### config.mk
export PLATFORM = sky130hd
export DESIGN_NAME = rtc_timekeeper_flat
export DESIGN_NICKNAME = d
export VERILOG_FILES = /design/src/rtl/rtc_timekeeper_if.sv /design/src/rtl/rtc_timekeeper.sv /design/src/flat_wrapper.sv
export SDC_FILE = /design/constraint.sdc
export NUM_CORES = 1
export LEC_CHECK = 0
export ABC_AREA = 1
export CELL_PAD_IN_SITES_DETAIL_PLACEMENT = 0
export CELL_PAD_IN_SITES_GLOBAL_PLACEMENT = 1
export CORE_MARGIN = 5
export CORE_UTILIZATION = 43
export CTS_CLUSTER_DIAMETER = 100
export DETAILED_ROUTE_END_ITERATION = 8
export DONT_BUFFER_PORTS = 1
export GPL_TIMING_DRIVEN = 0
export PLACE_DENSITY_LB_ADDON = 0.1
export RECOVER_POWER = 100
export SYNTH_ARGS = -nofsm -noshare
export SYNTH_HDL_FRONTEND = slang
export SYNTH_SLANG_ARGS = --single-unit
### constraint.sdc
create_clock -name clk_i -period 2.1 [get_ports clk_i]
set_input_delay 0.105 -clock clk_i [delete_from_list [all_inputs] [get_ports clk_i]]
set_output_delay 0.105 -clock clk_i [all_outputs]
set_load 0.02 [all_outputs]
### src/rtl/rtc_timekeeper_if.sv
// Control/load/alarm inputs and time/pulse outputs of the RTC timekeeper.
// The master side drives the controls; the slave side (the timekeeper) drives time and pulses.
interface rtc_timekeeper_if;
  logic       run;
  logic       mode_12h;
  logic       load;
  logic [5:0] set_hr;
  logic [6:0] set_min;
  logic [6:0] set_sec;
  logic       alarm_en;
  logic [5:0] alarm_hr;
  logic [6:0] alarm_min;
  logic [5:0] hr;
  logic [6:0] min;
  logic [6:0] sec;
  logic       pm;
  logic       sec_tick;
  logic       day_tick;
  logic       alarm;
  logic       load_err;

  modport master (
    output run, mode_12h, load, set_hr, set_min, set_sec, alarm_en, alarm_hr, alarm_min,
    input  hr, min, sec, pm, sec_tick, day_tick, alarm, load_err
  );

  modport slave (
    input  run, mode_12h, load, set_hr, set_min, set_sec, alarm_en, alarm_hr, alarm_min,
    output hr, min, sec, pm, sec_tick, day_tick, alarm, load_err
  );
endinterface

### src/rtl/rtc_timekeeper.sv
// Synchronous time-of-day counter with prescaler, checked load, 12/24h display and alarm.
// Pulses are registered (one cycle after the causing edge); no backpressure, inputs sampled every cycle.
module rtc_timekeeper #(
  parameter int TICKS_PER_SEC = 1000
) (
  input  logic            clk_i,
  input  logic            rst_ni,
  rtc_timekeeper_if.slave bus
);
  localparam int PW = (TICKS_PER_SEC > 1) ? $clog2(TICKS_PER_SEC) : 1;
  localparam logic [PW-1:0] TERM = PW'(TICKS_PER_SEC - 1);

  logic [PW-1:0] presc_q, presc_d;
  logic [5:0]    hr_q, hr_d;
  logic [6:0]    min_q, min_d;
  logic [6:0]    sec_q, sec_d;
  logic          sec_tick_q, sec_tick_d;
  logic          day_tick_q, day_tick_d;
  logic          alarm_q, alarm_d;
  logic          load_err_q, load_err_d;

  logic          sec_wrap, min_wrap, hr_wrap;
  logic [5:0]    hr_n;
  logic [6:0]    min_n, sec_n;
  logic          load_ok;
  logic [5:0]    hr_disp;
  logic          pm_disp;

  assign sec_wrap = (sec_q == 7'd59);
  assign min_wrap = (min_q == 7'd59);
  assign hr_wrap  = (hr_q == 6'd23);

  // Time one second ahead of the current state
  assign sec_n = sec_wrap ? 7'd0 : sec_q + 7'd1;
  assign min_n = sec_wrap ? (min_wrap ? 7'd0 : min_q + 7'd1) : min_q;
  assign hr_n  = (sec_wrap && min_wrap) ? (hr_wrap ? 6'd0 : hr_q + 6'd1) : hr_q;

  assign load_ok = (bus.set_hr < 6'd24) && (bus.set_min < 7'd60) && (bus.set_sec < 7'd60);

  always_comb begin
    presc_d    = presc_q;
    hr_d       = hr_q;
    min_d      = min_q;
    sec_d      = sec_q;
    sec_tick_d = 1'b0;
    day_tick_d = 1'b0;
    alarm_d    = 1'b0;
    load_err_d = 1'b0;
    if (bus.load) begin
      // A load cycle always swallows a pending tick, accepted or not
      if (load_ok) begin
        hr_d    = bus.set_hr;
        min_d   = bus.set_min;
        sec_d   = bus.set_sec;
        presc_d = '0;
      end else begin
        load_err_d = 1'b1;
      end
    end else if (bus.run) begin
      if (presc_q == TERM) begin
        presc_d    = '0;
        hr_d       = hr_n;
        min_d      = min_n;
        sec_d      = sec_n;
        sec_tick_d = 1'b1;
        day_tick_d = sec_wrap && min_wrap && hr_wrap;
        alarm_d    = bus.alarm_en && (hr_n == bus.alarm_hr) && (min_n == bus.alarm_min)
                     && (sec_n == 7'd0);
      end else begin
        presc_d = presc_q + PW'(1);
      end
    end
  end

  always_ff @(posedge clk_i) begin
    if (!rst_ni) begin
      presc_q    <= '0;
      hr_q       <= '0;
      min_q      <= '0;
      sec_q      <= '0;
      sec_tick_q <= 1'b0;
      day_tick_q <= 1'b0;
      alarm_q    <= 1'b0;
      load_err_q <= 1'b0;
    end else begin
      presc_q    <= presc_d;
      hr_q       <= hr_d;
      min_q      <= min_d;
      sec_q      <= sec_d;
      sec_tick_q <= sec_tick_d;
      day_tick_q <= day_tick_d;
      alarm_q    <= alarm_d;
      load_err_q <= load_err_d;
    end
  end

  always_comb begin
    hr_disp = hr_q;
    pm_disp = 1'b0;
    if (bus.mode_12h) begin
      pm_disp = (hr_q >= 6'd12);
      if (hr_q == 6'd0) begin
        hr_disp = 6'd12;
      end else if (hr_q > 6'd12) begin
        hr_disp = hr_q - 6'd12;
      end
    end
  end

  assign bus.hr       = hr_disp;
  assign bus.pm       = pm_disp;
  assign bus.min      = min_q;
  assign bus.sec      = sec_q;
  assign bus.sec_tick = sec_tick_q;
  assign bus.day_tick = day_tick_q;
  assign bus.alarm    = alarm_q;
  assign bus.load_err = load_err_q;
endmodule

### src/flat_wrapper.sv
// flat-port wrapper written by rule: the top's interface ports become plain ports
module rtc_timekeeper_flat 
#(
  parameter int TICKS_PER_SEC = 1000
)
  (clk_i, rst_ni, bus_run, bus_mode_12h, bus_load, bus_set_hr, bus_set_min, bus_set_sec, bus_alarm_en, bus_alarm_hr, bus_alarm_min, bus_hr, bus_min, bus_sec, bus_pm, bus_sec_tick, bus_day_tick, bus_alarm, bus_load_err);
  rtc_timekeeper_if bus_i ();
  input  logic clk_i;
  input  logic rst_ni;
  input wire logic [$bits(bus_i.run)-1:0] bus_run;
  input wire logic [$bits(bus_i.mode_12h)-1:0] bus_mode_12h;
  input wire logic [$bits(bus_i.load)-1:0] bus_load;
  input wire logic [$bits(bus_i.set_hr)-1:0] bus_set_hr;
  input wire logic [$bits(bus_i.set_min)-1:0] bus_set_min;
  input wire logic [$bits(bus_i.set_sec)-1:0] bus_set_sec;
  input wire logic [$bits(bus_i.alarm_en)-1:0] bus_alarm_en;
  input wire logic [$bits(bus_i.alarm_hr)-1:0] bus_alarm_hr;
  input wire logic [$bits(bus_i.alarm_min)-1:0] bus_alarm_min;
  output wire logic [$bits(bus_i.hr)-1:0] bus_hr;
  output wire logic [$bits(bus_i.min)-1:0] bus_min;
  output wire logic [$bits(bus_i.sec)-1:0] bus_sec;
  output wire logic [$bits(bus_i.pm)-1:0] bus_pm;
  output wire logic [$bits(bus_i.sec_tick)-1:0] bus_sec_tick;
  output wire logic [$bits(bus_i.day_tick)-1:0] bus_day_tick;
  output wire logic [$bits(bus_i.alarm)-1:0] bus_alarm;
  output wire logic [$bits(bus_i.load_err)-1:0] bus_load_err;
  assign bus_i.run = bus_run;
  assign bus_i.mode_12h = bus_mode_12h;
  assign bus_i.load = bus_load;
  assign bus_i.set_hr = bus_set_hr;
  assign bus_i.set_min = bus_set_min;
  assign bus_i.set_sec = bus_set_sec;
  assign bus_i.alarm_en = bus_alarm_en;
  assign bus_i.alarm_hr = bus_alarm_hr;
  assign bus_i.alarm_min = bus_alarm_min;
  assign bus_hr = bus_i.hr;
  assign bus_min = bus_i.min;
  assign bus_sec = bus_i.sec;
  assign bus_pm = bus_i.pm;
  assign bus_sec_tick = bus_i.sec_tick;
  assign bus_day_tick = bus_i.day_tick;
  assign bus_alarm = bus_i.alarm;
  assign bus_load_err = bus_i.load_err;
  rtc_timekeeper #(.TICKS_PER_SEC(TICKS_PER_SEC)) u_core (.clk_i(clk_i), .rst_ni(rst_ni), .bus(bus_i));
endmodule
==> impl_metrics.tcl <==
set metrics [dict create \
    clkSinkCount 34 \
    crit_required_ns 2.00 \
    htree_num_levels 2 \
    met1_length_um 3580 \
    cp.arrival_ns 1.82 \
    postRouteAntennaNets 0 \
    grt_max_degree 11 \
    cts_root_buf "clkbuf_8" \
    fmax_mhz 520 \
    grtUsageTotal 0.207 \
    power_mw 1.48 \
    fin_crit_sh 0.916 \
    final_nets 492 \
    syn_area_sq_mm 0.00264 \
    drive_gt1_frac 0.0946 \
    p_per_area_mw_per_mm2 508 \
    setup_viol 0 \
    postSynthAreaPerCell_sq_um 6.10 \
    met2_length_um 3620 \
    layout.cells.non_filler 519 \
    syn-num-nets 480 \
    place_ws_ns -0.119 \
    rsz0062_at_grt "true" \
    core_sq_mm 0.00596 \
    yosysTopAreaCellShare 0.258 \
    r2r_slack_ns 0.19 \
    clkTransAtPathRegs_ns 0.07 \
    reg2regPathDepth 12 \
    fillers 641 \
    cts_buffers 5 \
    via_per_inst 5.38 \
    path_max_fanout 7 \
    critical_path.startpoint "u_core.hr_q[2]$_SDFFE_PN0P_" \
    num_io_pins 64 \
    num_antenna_cells 0 \
    io_buffers 0 \
    first_iter_violations 155 \
    dp.cells 507 \
    slew-limit-headroom 0.572 \
    cts_tree "built" \
    worstMarginPinSlew_ns 0.636 \
    clk_path_buf_depth 2 \
    finalClockSkew_ns 0.00405 \
    yosys.area.top_type "dfxtp_1" \
    drv_cap 0 \
    drt-total-wl_um 7870 \
    clk_latency_ns 0.29 \
    grt_pass1_wl_um 12500 \
    post-dp-hpwl_um 6120 \
    die_w_um 88.3 \
    rows 28 \
    min_path_type "in2reg" \
    crit_type "reg2out" \
    reg2reg_to "u_core.bus.alarm$_SDFF_PP0_" \
    hold_viol_final 0 \
    start_kind "flip-flop" \
    hold_ws_ns 0.0202 \
    yosys_warnings 0 \
    wl_met3_um 594 \
    ys_ff_latch 34 \
    status "completed" \
    synth_cells 432 \
    dieHeight_um 88.3 \
    grt_antenna_before_repair 0 \
    p_leak_nw 1.27 \
    end_kind "output pin" \
    crit_end "bus_hr[5]" \
    yosysUniqueCellTypes 29 \
    initial_utilization 0.442 \
    grt_pass1_vias 2538 \
    finalSetupTns_ns 0 \
    drc 0 \
    final-max-slew-violation-count 0 \
    syn_to_final_growth_pct 10.7 \
    die_area_sq_mm 0.00779 \
    top_layer "met4" \
    wl_per_cell_um 15.2 \
    gr-total-overflow 0 \
    synth_seq_area_share 0.258 \
    dr.pass1.iters 4 \
    vias 2793 \
    worst_slack_ns 0.177 \
    r2r_start "u_core.bus.sec[0]$_SDFFE_PN0P_" \
    min_period_ns 1.92 \
    peakVddDrop_v 0.000381 \
    gp_congestion 0.848 \
    synth_area_leaders "dfxtp_1, nand2_1, nand3_1, inv_1, o21ai_0" \
]
-- worst max-delay path, stage by stage, from the launching register on --
cell and delay (ns):
dfxtp_1 0.46, ha_1 0.26, inv_1 0.07, o21ai_0 0.14, nand2_1 0.08, inv_1 0.11, nand3_1 0.13, xor2_2 0.28
-- power breakdown --
part / internal (mW) / total, mW / switching [mW] / leakage (nW)
logic: 0.0566 / 0.162 / 0.105 / 0.939
clock network: 0.380 / 0.634 / 0.254 / 0.0573
registers: 0.656 / 0.688 / 0.0314 / 0.278
-- final cells by class --
| cell class | instances | area, sq um | share of cell area |
|---|---|---|---|
| Clock buffer | 6 | 82.6 | 0.0283 |
| Inverter | 57 | 214 | 0.0733 |
| Multi-Input combinational cell | 328 | 1670 | 0.573 |
| Tap cell | 75 | 93.8 | 0.0322 |
| Sequential cell | 34 | 692 | 0.237 |
| Buffer | 13 | 82.6 | 0.0283 |
| Timing Repair Buffer | 5 | 50.0 | 0.0172 |
| Clock inverter | 1 | 30.0 | 0.0103 |
-- through the flow --
| stage | cell area, sq um | util |
|---|---|---|
| 5_1_grt | 2920 | 0.490 |
| 2_1_floorplan | 2640 | - |
| 4_1_cts | 2890 | 0.486 |
| 6_report | 2920 | 0.490 |
| 3_3_place_gp | 2730 | 0.458 |
| 3_5_place_dp | 2730 | 0.458 |
-- metal layers --
metal / vias to the layer above / GRT usage
met5: - / 0
met4: 0 / 0.0646
met3: 8 / 0.0531
met2: 74 / 0.332
met1: 1261 / 0.273
li1: 1450 / -
-- what timing repair did --
item	CTS	global route
setup endpoints to repair	8	12
endpoints found under the hold margin	5	0
cloned	0	0
resized for setup	2	8
hold buffers	5	0
buffers inserted	0	0
-- sequential cells by signal (all words and copies together) (netlist names) --
signal	cells
u_core.bus.alarm	1
u_core.bus.day_tick	1
u_core.bus.load_err	1
u_core.bus.min	7
u_core.bus.sec	7
u_core.bus.sec_tick	1
u_core.hr_q	6
u_core.presc_q	10
-- cells in the mapped netlist (all sizes together) --
| library cell | number |
|---|---|
| nand2 | 122 |
| inv | 56 |
| nand3 | 51 |
| nor2 | 35 |
| dfxtp | 34 |
| o21ai | 34 |
| a21oi | 32 |
| nand4 | 15 |
| ha | 9 |
| buf | 7 |
| nor3 | 7 |
| clkbuf | 6 |
| nand3b | 6 |
| o211ai | 5 |
| o22ai | 3 |
| xor2 | 3 |
| a211oi | 1 |
| a31oi | 1 |
| and3 | 1 |
| clkinv | 1 |
| nor3b | 1 |
| o21bai | 1 |
| xnor2 | 1 |
-- how the worst min path moves through the flow --
stage                              start  slack [ns]  cells past startpoint                             end
after floorplan                   rst_ni        0.24                      2  u_core.bus.sec[1]$_SDFFE_PN0P_
after global placement            rst_ni        0.25                      2  u_core.bus.sec[1]$_SDFFE_PN0P_
after detailed placement          rst_ni        0.25                      2  u_core.bus.sec[1]$_SDFFE_PN0P_
after CTS                 bus_set_sec[0]       0.005                      2  u_core.bus.sec[0]$_SDFFE_PN0P_
after global routing      bus_set_min[4]        0.05                      2  u_core.bus.min[4]$_SDFFE_PN0P_
final                     bus_set_sec[0]        0.02                      2  u_core.bus.sec[0]$_SDFFE_PN0P_
-- logic make-up after synthesis --
| family | count (synthesis) | synth area share |
|---|---|---|
| DFF | 34 | 0.258 |
| adders and majority gates | 9 | 0.0427 |
| xor gates and xnor gates | 4 | 0.0133 |
| and+or+nand+nor | 238 | 0.418 |
| buffers and inverters | 70 | 0.113 |
| AOI/OAI and AO/OA | 77 | 0.155 |
-- cells in the final DEF, fill, tap and decap left out, types with 2 or more instances in the layout --
master         synthesis  routed
nand3_2                3       3
o21ai_0               34      34
buf_6                  4       4
inv_1                 53      53
nand3_1               48      48
dfxtp_2                0       3
nand2_1              111     111
nor2_1                32      32
ha_1                   9       8
dfxtp_1               34      29
nor2_4                 3       3
nand4_1               15      15
xor2_1                 3       2
nor3_1                 7       6
dfxtp_4                0       2
o22ai_1                3       3
nand2_2               10      10
o211ai_1               5       5
inv_2                  3       3
clkbuf_8               0       6
dlygate4sd3_1          0       5
buf_2                  3       3
a21oi_1               32      32
nand3b_1               6       6
clkbuf_1               6       6
Power figures use the tool's default switching activity.
